<file path="config.mk">
export PLATFORM = sky130hd
export DESIGN_NAME = wb_burst_reader_flat
export DESIGN_NICKNAME = d
export VERILOG_FILES = /design/src/rtl/wb_burst_pkg.sv /design/src/rtl/wshb_if.sv /design/src/rtl/sync_fifo.sv /design/src/rtl/wb_burst_reader.sv /design/src/flat_wrapper.sv
export SDC_FILE = /design/constraint.sdc
export NUM_CORES = 2
export LEC_CHECK = 0
export ABC_CLOCK_PERIOD_IN_PS = 8700
export BUFFER_PORTS_ARGS = -buffer_cell sky130_fd_sc_hd__buf_4
export CAP_MARGIN = 20
export CORE_ASPECT_RATIO = 1.4
export CORE_UTILIZATION = 60
export CTS_CLUSTER_DIAMETER = 120
export DETAILED_ROUTE_END_ITERATION = 7
export PLACE_DENSITY = 0.79
export SLEW_MARGIN = 10
export SYNTH_ARGS = -nofsm -noshare
export SYNTH_HDL_FRONTEND = slang
export SYNTH_SLANG_ARGS = --single-unit
export TNS_END_PERCENT = 1
</file>
<file path="constraint.sdc">
create_clock -name clk -period 8.7 [get_ports clk]
set_input_delay 1.74 -clock clk [delete_from_list [all_inputs] [get_ports clk]]
set_output_delay 1.74 -clock clk [all_outputs]
set_load 0.02 [all_outputs]
</file>
<file path="src/rtl/wb_burst_pkg.sv">
// Shared Wishbone cycle-type constants and the burst-reader state encoding.
package wb_burst_pkg;

  localparam logic [2:0] CTI_CLASSIC = 3'b000;
  localparam logic [2:0] CTI_INCR    = 3'b010;
  localparam logic [2:0] CTI_EOB     = 3'b111;
  localparam logic [1:0] BTE_LINEAR  = 2'b00;

  typedef enum logic [1:0] {
    IDLE,
    WAIT_SPACE,
    BURST,
    GAP
  } state_e;

  function automatic logic [31:0] min_u32(input logic [31:0] a, input logic [31:0] b);
    return (a < b) ? a : b;
  endfunction

endpackage

</file>
<file path="src/rtl/wshb_if.sv">
// Wishbone B4 pipelined-less burst bus bundle (32-bit data, byte address).
interface wshb_if;

  logic        cyc;
  logic        stb;
  logic        we;
  logic [31:0] adr;
  logic [3:0]  sel;
  logic [2:0]  cti;
  logic [1:0]  bte;
  logic [31:0] dat_ms;
  logic [31:0] dat_sm;
  logic        ack;

  modport master (
    output cyc, stb, we, adr, sel, cti, bte, dat_ms,
    input  dat_sm, ack
  );

  modport slave (
    input  cyc, stb, we, adr, sel, cti, bte, dat_ms,
    output dat_sm, ack
  );

endinterface

</file>
<file path="src/rtl/sync_fifo.sv">
// Single-clock FIFO with registered occupancy; head word is visible on dout
// only while non-empty, so a push into an empty FIFO shows up one cycle later.
module sync_fifo #(
  parameter int WIDTH = 32,
  parameter int DEPTH = 64
) (
  input  logic                   clk,
  input  logic                   rst,
  input  logic                   push,
  input  logic [WIDTH-1:0]       din,
  input  logic                   pop,
  output logic [WIDTH-1:0]       dout,
  output logic                   empty,
  output logic                   full,
  output logic [$clog2(DEPTH):0] count
);

  localparam int AW = $clog2(DEPTH);
  localparam logic [AW-1:0] PTR_ONE = 1;
  localparam logic [AW:0]   CNT_ONE = 1;
  localparam logic [AW:0]   CNT_MAX = (AW+1)'(DEPTH);

  logic [WIDTH-1:0] mem_q [DEPTH];
  logic [AW-1:0]    wr_ptr_q, rd_ptr_q;
  logic [AW:0]      count_q;
  logic             do_push, do_pop;

  assign empty   = (count_q == '0);
  assign full    = (count_q == CNT_MAX);
  assign count   = count_q;
  assign do_push = push && !full;
  assign do_pop  = pop && !empty;
  assign dout    = empty ? '0 : mem_q[rd_ptr_q];

  always_ff @(posedge clk or posedge rst) begin
    if (rst) begin
      wr_ptr_q <= '0;
      rd_ptr_q <= '0;
      count_q  <= '0;
    end else begin
      if (do_push) wr_ptr_q <= wr_ptr_q + PTR_ONE;
      if (do_pop)  rd_ptr_q <= rd_ptr_q + PTR_ONE;
      case ({do_push, do_pop})
        2'b10:   count_q <= count_q + CNT_ONE;
        2'b01:   count_q <= count_q - CNT_ONE;
        default: count_q <= count_q;
      endcase
    end
  end

  // Storage is deliberately unreset; emptiness is tracked by count_q alone.
  always_ff @(posedge clk) begin
    if (do_push) mem_q[wr_ptr_q] <= din;
  end

  assert property (@(posedge clk) disable iff (rst) !(push && full));

endmodule

</file>
<file path="src/rtl/wb_burst_reader.sv">
// Reads WORDS consecutive 32-bit words over Wishbone incrementing bursts and
// queues them in an output FIFO; a burst is only launched once it fits.
//
// state      | meaning
// IDLE       | waiting for start
// WAIT_SPACE | waiting for FIFO room for the whole next burst
// BURST      | cyc/stb asserted, one word per ack
// GAP        | one idle bus cycle after the last beat
module wb_burst_reader
  import wb_burst_pkg::*;
#(
  parameter logic [31:0] BASE_ADR   = 32'h0,
  parameter int          WORDS      = 1024,
  parameter int          BURST_LEN  = 16,
  parameter int          FIFO_DEPTH = 64
) (
  input  logic        clk,
  input  logic        rst,
  input  logic        start,
  output logic        busy,
  output logic        done,
  wshb_if.master      wb_m,
  output logic [31:0] rd_data,
  output logic        rd_valid,
  input  logic        rd_ready
);

  localparam int CW = $clog2(FIFO_DEPTH) + 1;

  state_e      state_q, state_d;
  logic [31:0] adr_q, adr_d;
  logic [31:0] rem_q, rem_d;
  logic [31:0] beats_q, beats_d;
  logic        done_q, done_d;

  logic [CW-1:0] fifo_count;
  logic          fifo_empty, fifo_full;
  logic          in_burst, beat_ack, pop;
  logic [31:0]   free_slots, next_beats;

  assign in_burst   = (state_q == BURST);
  assign beat_ack   = in_burst && wb_m.ack;
  assign free_slots = 32'(FIFO_DEPTH) - 32'(fifo_count);
  assign next_beats = min_u32(rem_q, 32'(BURST_LEN));

  always_ff @(posedge clk or posedge rst) begin
    if (rst) begin
      state_q <= IDLE;
      adr_q   <= BASE_ADR;
      rem_q   <= '0;
      beats_q <= '0;
      done_q  <= 1'b0;
    end else begin
      state_q <= state_d;
      adr_q   <= adr_d;
      rem_q   <= rem_d;
      beats_q <= beats_d;
      done_q  <= done_d;
    end
  end

  always_comb begin
    state_d = state_q;
    adr_d   = adr_q;
    rem_d   = rem_q;
    beats_d = beats_q;
    done_d  = 1'b0;
    case (state_q)
      IDLE: begin
        if (start) begin
          state_d = WAIT_SPACE;
          adr_d   = BASE_ADR;
          rem_d   = 32'(WORDS);
        end
      end
      WAIT_SPACE: begin
        if (!fifo_full && (free_slots >= next_beats)) begin
          beats_d = next_beats;
          state_d = BURST;
        end
      end
      BURST: begin
        if (wb_m.ack) begin
          adr_d   = adr_q + 32'd4;
          rem_d   = rem_q - 32'd1;
          beats_d = beats_q - 32'd1;
          if (beats_q == 32'd1) state_d = GAP;
        end
      end
      GAP: begin
        if (rem_q == '0) begin
          state_d = IDLE;
          done_d  = 1'b1;
        end else begin
          state_d = WAIT_SPACE;
        end
      end
      default: state_d = IDLE;
    endcase
  end

  assign wb_m.cyc    = in_burst;
  assign wb_m.stb    = in_burst;
  assign wb_m.we     = 1'b0;
  assign wb_m.sel    = 4'hF;
  assign wb_m.bte    = BTE_LINEAR;
  assign wb_m.dat_ms = '0;
  assign wb_m.adr    = adr_q;
  assign wb_m.cti    = !in_burst ? CTI_CLASSIC :
                       (beats_q == 32'd1) ? CTI_EOB : CTI_INCR;

  assign busy     = (state_q != IDLE);
  assign done     = done_q;
  assign rd_valid = !fifo_empty;
  assign pop      = rd_valid && rd_ready;

  sync_fifo #(
    .WIDTH(32),
    .DEPTH(FIFO_DEPTH)
  ) u_fifo (
    .clk   (clk),
    .rst   (rst),
    .push  (beat_ack),
    .din   (wb_m.dat_sm),
    .pop   (pop),
    .dout  (rd_data),
    .empty (fifo_empty),
    .full  (fifo_full),
    .count (fifo_count)
  );

endmodule

</file>
<file path="src/flat_wrapper.sv">
// flat-port wrapper written by rule: the top's interface ports become plain ports
module wb_burst_reader_flat import wb_burst_pkg::*;
#(
  parameter logic [31:0] BASE_ADR   = 32'h0,
  parameter int          WORDS      = 1024,
  parameter int          BURST_LEN  = 16,
  parameter int          FIFO_DEPTH = 64
)
  (clk, rst, start, busy, done, rd_data, rd_valid, rd_ready, wb_m_cyc, wb_m_stb, wb_m_we, wb_m_adr, wb_m_sel, wb_m_cti, wb_m_bte, wb_m_dat_ms, wb_m_dat_sm, wb_m_ack);
  wshb_if wb_m_i ();
  input  logic clk;
  input  logic rst;
  input  logic start;
  output logic busy;
  output logic done;
  output logic [31:0] rd_data;
  output logic rd_valid;
  input  logic rd_ready;
  output wire logic [$bits(wb_m_i.cyc)-1:0] wb_m_cyc;
  output wire logic [$bits(wb_m_i.stb)-1:0] wb_m_stb;
  output wire logic [$bits(wb_m_i.we)-1:0] wb_m_we;
  output wire logic [$bits(wb_m_i.adr)-1:0] wb_m_adr;
  output wire logic [$bits(wb_m_i.sel)-1:0] wb_m_sel;
  output wire logic [$bits(wb_m_i.cti)-1:0] wb_m_cti;
  output wire logic [$bits(wb_m_i.bte)-1:0] wb_m_bte;
  output wire logic [$bits(wb_m_i.dat_ms)-1:0] wb_m_dat_ms;
  input wire logic [$bits(wb_m_i.dat_sm)-1:0] wb_m_dat_sm;
  input wire logic [$bits(wb_m_i.ack)-1:0] wb_m_ack;
  assign wb_m_cyc = wb_m_i.cyc;
  assign wb_m_stb = wb_m_i.stb;
  assign wb_m_we = wb_m_i.we;
  assign wb_m_adr = wb_m_i.adr;
  assign wb_m_sel = wb_m_i.sel;
  assign wb_m_cti = wb_m_i.cti;
  assign wb_m_bte = wb_m_i.bte;
  assign wb_m_dat_ms = wb_m_i.dat_ms;
  assign wb_m_i.dat_sm = wb_m_dat_sm;
  assign wb_m_i.ack = wb_m_ack;
  wb_burst_reader #(.BASE_ADR(BASE_ADR), .WORDS(WORDS), .BURST_LEN(BURST_LEN), .FIFO_DEPTH(FIFO_DEPTH)) u_core (.clk(clk), .rst(rst), .start(start), .busy(busy), .done(done), .wb_m(wb_m_i), .rd_data(rd_data), .rd_valid(rd_valid), .rd_ready(rd_ready));
endmodule
</file>
== Yosys cells after proc, flatten, opt, wreduce, memory -nomap -nowiden ==
Memory sizes are Yosys's and may differ from the RTL's.
Index checks and enable logic that the tools add are counted.

* Input port bits: 37
* Output and inout bits: 111
* Memory bits (writable): 2048
* Memories kept: 1
* Register bits after elaboration: 118
* Word-level logic and storage cells: 71

{| class="wikitable"
|+ Memory list
! memory !! words !! width !! read ports !! clocked after memory_dff !! write ports !! line !! text
|-
| u_core.u_fifo.mem_q || 64 || 32 || 1 || 0 || 1 || sync_fifo.sv:23 || <nowiki>logic [WIDTH-1:0] mem_q [DEPTH];</nowiki>
|}

* Order comparisons: 2
* Multiplexer cells: 24
* Add/subtract/negate cells: 8
* Eq/ne operators: 11
* Reductions and logical operators: 17

{| class="wikitable"
|+ Operator list
! kind !! number
|-
| $mux W32 || 8
|-
| $pmux W32 S2 || 3
|-
| $sub A32 B1 Y32 const B || 2
|-
| $add A32 B3 Y32 const B || 1
|-
| $eq A32 B1 Y1 const B || 1
|-
| $ge A32 B32 Y1 || 1
|-
| $logic_not A32 Y1 || 1
|-
| $lt A32 B5 Y1 const B || 1
|-
| $pmux W7 S2 || 1
|-
| $add A6 B1 Y6 const B || 2
|-
| $mux W2 || 4
|-
| $pmux W2 S4 || 1
|-
| $reduce_bool A2 Y1 || 4
|-
| $sub A7 B7 Y8 const A || 1
|-
| $add A7 B1 Y7 const B || 1
|-
| $eq A7 B7 Y1 const B || 1
|-
| $logic_not A7 Y1 || 1
|-
| $sub A7 B1 Y7 const B || 1
|-
| $eq A2 B2 Y1 const B || 3
|-
| $mux W3 || 2
|-
| $ne A2 B2 Y1 const B || 3
|-
| $reduce_and A3 Y1 || 2
|-
| $logic_and A1 B1 Y1 || 5
|-
| $mux W1 || 5
|-
| 5 further kinds || 7
|}

== Depth between registers and ports, before layout ==
* Depth after elaboration: 6
* Gate-level depth with buffers: 18
* Mapped depth without buffers: 15

== Cells and area by module ==
From an unflattened synthesis, not the netlist that was laid out.

* Cell total of the unflattened synthesis: 4323
* Area total of the unflattened synthesis: 85712.2 um^2

{| class="wikitable"
|+ Modules (own cells, without submodules)
! module !! cells an instance !! area an instance (um^2) !! instances !! seq. area each (um^2)
|-
| sync_fifo || 3594 || 79236.0 || 1 || 61974.4
|-
| wb_burst_reader || 729 || 6476.2 || 1 || 2427.3
|}

== Worst setup path after synthesis ==
OpenSTA, ideal clock, no wires.

* Kind: input to register
* Start point: in wb_m_ack
* End point: mem u_core.u_fifo.mem_q[59][0], enable pin
* Setup slack: 4034 ps
* Data required time: 8279 ps
* Stages on the path: 6
* Library setup time: 421 ps
* Data arrival time: 4244 ps
* Path buffers: 0
* Path through: nand2_1 > a31oi_1 > inv_1 > nor2_1 > nand3_1 > nor2_1

* Word-level cells in the longest chain between the ends: 4

{| class="wikitable"
|+ Ends and longest elaborated chain
! what !! line !! text
|-
| start: declaration || flat_wrapper.sv:28 || <nowiki>input wire logic [$bits(wb_m_i.ack)-1:0] wb_m_ack;</nowiki>
|-
| $logic_and A1 B1 Y1 || wb_burst_reader.sv:42 || <nowiki>assign beat_ack = in_burst && wb_m.ack;</nowiki>
|-
| $logic_and A1 B1 Y1 || sync_fifo.sv:31 || <nowiki>assign do_push = push && !full;</nowiki>
|-
| $mux W1 || sync_fifo.sv:53 || <nowiki>if (do_push) mem_q[wr_ptr_q] <= din;</nowiki>
|-
| $mux W1 (not written as such) || sync_fifo.sv:53 ||
|-
| end: declaration || sync_fifo.sv:23 ||
|}

No other way between the ends.

== Worst setup path after layout ==
* Start point: reg u_core.u_fifo.rd_ptr_q[0]
* End point: out rd_data[12]

* Word-level cells in the longest chain between the ends: 2

{| class="wikitable"
|+ Ends and longest elaborated chain
! what !! line !! text
|-
| start: declaration || sync_fifo.sv:24 || <nowiki>logic [AW-1:0] wr_ptr_q, rd_ptr_q;</nowiki>
|-
| start signal: assignment || sync_fifo.sv:42 || <nowiki>if (do_pop) rd_ptr_q <= rd_ptr_q + PTR_ONE;</nowiki>
|-
| $mem_v2 Z64 W32 || n/a ||
|-
| $mux W32 || sync_fifo.sv:33 || <nowiki>assign dout = empty ? '0 : mem_q[rd_ptr_q];</nowiki>
|-
| end: declaration || flat_wrapper.sv:16 || <nowiki>output logic [31:0] rd_data;</nowiki>
|}

No other way between the ends.

==> impl_metrics.env <==
export IMPL_die_w_um=320
export IMPL_place_gp_congestion=0.796
export IMPL_grt_max_degree=161
export IMPL_start_kind="flip-flop"
export IMPL_synth_ff_type="edfxtp_1"
export IMPL_post_dp_hpwl_um=104000
export IMPL_gr_total_overflow=0
export IMPL_timing_fmax_mhz=144
export IMPL_skew_ps=45.0
export IMPL_htree_num_levels=4
export IMPL_crit_type="reg2out"
export IMPL_synth_top_area_share_pct=72.2
export IMPL_syn_area_mm2=0.0852
export IMPL_io_pins=148
export IMPL_worstMarginPinSlew_ps=1180
export IMPL_synth_cells=3849
export IMPL_rsz0062_at_grt="no"
export IMPL_synthToLayoutAreaGrowth_pct=11.5
export IMPL_drv_cap=0
export IMPL_grt_pass1_vias=43766
export IMPL_hold_buffers=0
export IMPL_drtPass1Iterations=6
export IMPL_cts_clk_slew_worst_paths_ps=60
export IMPL_drcViolationCount=0
export IMPL_fin_ws_ps=1750
export IMPL_setup_tns_ps=0
export IMPL_yosysWarnings=0
export IMPL_grt_pass1_wl_um=315000
export IMPL_crit_slowest_cell="dfrtp_4"
export IMPL_hold_viol_final=0
export IMPL_fillCellCount=8087
export IMPL_slew_headroom_pct=21.4
export IMPL_layout_drive_gt1_share_pct=28.5
export IMPL_cts_root_buf="clkbuf_16"
export IMPL_power_density_mw_per_mm2=312
export IMPL_vdd_ir_drop_worst_uv=399
export IMPL_leakage_nw=30.1
export IMPL_cts_buffers=185
export IMPL_worstPathArrival_ps=5210
export IMPL_syn_area_per_cell_um2=22.1
export IMPL_postRouteAntennaNets=0
export IMPL_place_area_mm2=0.0888
export IMPL_clk_latency_ps=860
export IMPL_final_area_mm2=0.0949
export IMPL_antenna_found_initial=13
export IMPL_start_util_pct=60.4
export IMPL_synth_edf_count=2048
export IMPL_clock_sinks=2164
export IMPL_wl_per_cell_um=38.1
export IMPL_min_path_type="reg2reg"
export IMPL_cts_tree="built"
export IMPL_fin_crit_ps=6950
export IMPL_synth_cell_types=71
export IMPL_setup_violations_final=0
export IMPL_port_buffers=106
export IMPL_track_usage_pct=31.7
export IMPL_synth_area_top_cells="edfxtp_1 (72%), mux4_2 (17%), dfrtp_1 (3.4%)"
export IMPL_fin_nets=4148
export IMPL_drt_vias_per_instance=7.18
export IMPL_first_iter_violations=6588
export IMPL_finalCritPeriodShare_pct=79.9
export IMPL_preCtsSetupSlack_ps=2730
export IMPL_synth_top_cell_by_area="edfxtp_1"
export IMPL_cp_cell_sequence="buf_4, buf_4, mux4_2, mux4_2, mux2i_1, o22ai_1, buf_4"
export IMPL_clk_path_buf_depth=3
export IMPL_cpMostUsedCell="buf_4"
export IMPL_ys_async_sr_fraction_pct=5.36
export IMPL_postCtsSetupBuffers=0
export IMPL_end_kind="primary output"
export IMPL_drt_wl_total_um=233000
export IMPL_rows=163
export IMPL_synth_seq_area_share_pct=75.6
export IMPL_cts_resized_gates=0
export IMPL_max_stage_delay_ps=940
export IMPL_vias=43891
export IMPL_dieArea_mm2=0.143
export IMPL_cp_max_fo=45
export IMPL_die_h_um=448
export IMPL_power_mw=29.6
export IMPL_coreArea_mm2=0.141
export IMPL_worstPathRequired_ps=6960
export IMPL_drv_slew=0
export IMPL_status="finished, final reports clean"
export IMPL_synth_seq_cells=2164
-- cells in the final DEF (no fill, tap or decap), types with 6 or more instances in the layout --
| cell | netlist | final |
|---|---|---|
| clkinv_2 | 0 | 26 |
| buf_12 | 0 | 13 |
| clkinv_1 | 0 | 42 |
| inv_6 | 0 | 6 |
| clkbuf_1 | 129 | 36 |
| conb_1 | 2 | 68 |
| edfxtp_1 | 2048 | 2048 |
| mux4_2 | 640 | 640 |
| a21oi_1 | 37 | 37 |
| or2_2 | 6 | 6 |
| mux2i_1 | 69 | 69 |
| nor2b_1 | 6 | 6 |
| xnor2_1 | 28 | 28 |
| buf_4 | 44 | 182 |
| clkinvlp_4 | 0 | 7 |
| nand3b_1 | 10 | 10 |
| nand3_1 | 37 | 37 |
| o31ai_1 | 18 | 18 |
| inv_1 | 21 | 20 |
| o21ai_0 | 44 | 43 |
| nor3_1 | 22 | 22 |
| bufinv_16 | 0 | 19 |
| nor2_4 | 0 | 64 |
| dfrtp_1 | 116 | 111 |
| o211ai_1 | 6 | 6 |
| xor2_1 | 36 | 36 |
| o22ai_1 | 34 | 34 |
| nor2_1 | 157 | 92 |
| nand2_1 | 77 | 76 |
| diode_2 | 0 | 9 |
| nand4_1 | 16 | 16 |
| ha_1 | 50 | 50 |
| or4_1 | 12 | 12 |
| nor4_1 | 11 | 11 |
| or3_1 | 12 | 12 |
| clkbuf_16 | 0 | 186 |
-- cell families (layout without fill, tap and decap cells) --
logic type,count (synthesis),in the layout,share of synthesized area (%)
and+or+nand+nor,409,409,2.41
buffers and inverters,260,554,1.35
AOI/OAI and AO/OA,187,187,1.41
other,2,77,0.00882
adders and majority gates,51,51,0.758
xor gates and xnor gates,64,64,0.658
muxes,712,712,17.8
DFF,2164,2164,75.6
-- flip-flops by register name, summed over array words and instances, names as in the netlist --
signal,count
u_core.rem_q,32
u_core.u_fifo.wr_ptr_q,6
u_core.u_fifo.count,7
u_core.done,1
u_core.u_fifo.rd_ptr_q,6
u_core.u_fifo.mem_q,2048
u_core.beats_q,32
u_core.state_q,2
u_core.wb_m.adr,30
-- worst max-delay path, delay by kind of cell, from the launching register on --
| family | cells | cell delay (ps) |
|---|---|---|
| flops | 1 | 940 |
| compound gates | 1 | 260 |
| mux | 3 | 1300 |
| buf+inv | 3 | 1770 |
-- where the power goes --
group          leakage (nW)  switching (mW)  internal, mW
sequential             20.0           0.421          11.6
combinational          7.26            5.06          4.12
clock                  2.90            3.87          4.54
-- metal layers --
metal  track usage, %  share of wire (%)  vias to the layer above
met2             52.9                 50                     3968
li1                 -                  -                    16507
met4             16.9                6.5                       10
met5                0              0.027                        -
met1             38.9                 32                    22528
met3             7.05                 11                      878
-- synthesized netlist by cell type, types with 6 or more instances --
library cell,n
ha_1,50
o211ai_1,6
a21oi_1,37
nor4_1,11
or4_1,12
inv_1,21
buf_4,44
nand3b_1,10
clkbuf_1,129
or3_1,12
nand4_1,16
or2_2,6
nor2_1,157
mux2i_1,69
o21ai_0,44
nand3_1,37
edfxtp_1,2048
nor3_1,22
buf_1,62
dfrtp_1,116
mux4_2,640
nand2_1,77
o22ai_1,34
o31ai_1,18
nor2b_1,6
xor2_1,36
xnor2_1,28
-- worst paths after layout --
check	depth (start not counted)	slack, ps	to	startpoint
setup / recovery	7	1750	rd_data[12]	u_core.u_fifo.rd_ptr_q[0]
hold / removal	1	500	u_core.beats_q[27]	u_core.beats_q[27]
setup reg to reg	14	3310	u_core.beats_q[22]	u_core.rem_q[16]
hold reg to reg	1	500	u_core.beats_q[27]	u_core.beats_q[27]
max in group asynchronous	3	6290	u_core.u_fifo.rd_ptr_q[0]	rst
min in group asynchronous	2	1130	u_core.wb_m.adr[8]	rst
-- cell type report --
class	count	area, um2	share of cell area (%)
Tap cell	1897	2370	2.50
Sequential cell	2164	64400	67.9
Multi-Input combinational cell	1491	20300	21.4
Clock buffer	225	4830	5.09
Clock inverter	111	1160	1.23
Timing Repair Buffer	197	1670	1.76
Inverter	21	81.3	0.0857
Antenna cell	9	22.5	0.0237
-- metrics by stage --
stage	cells	hold slack (ps)	util, %
global placement	5766	471	63.0
CTS	6104	507	67.3
floorplan	3915	457	-
finish	6115	504	67.3
detailed placement	5768	492	63.0
global route	6111	529	67.3
No activity file was read; power rests on OpenSTA's default activity.
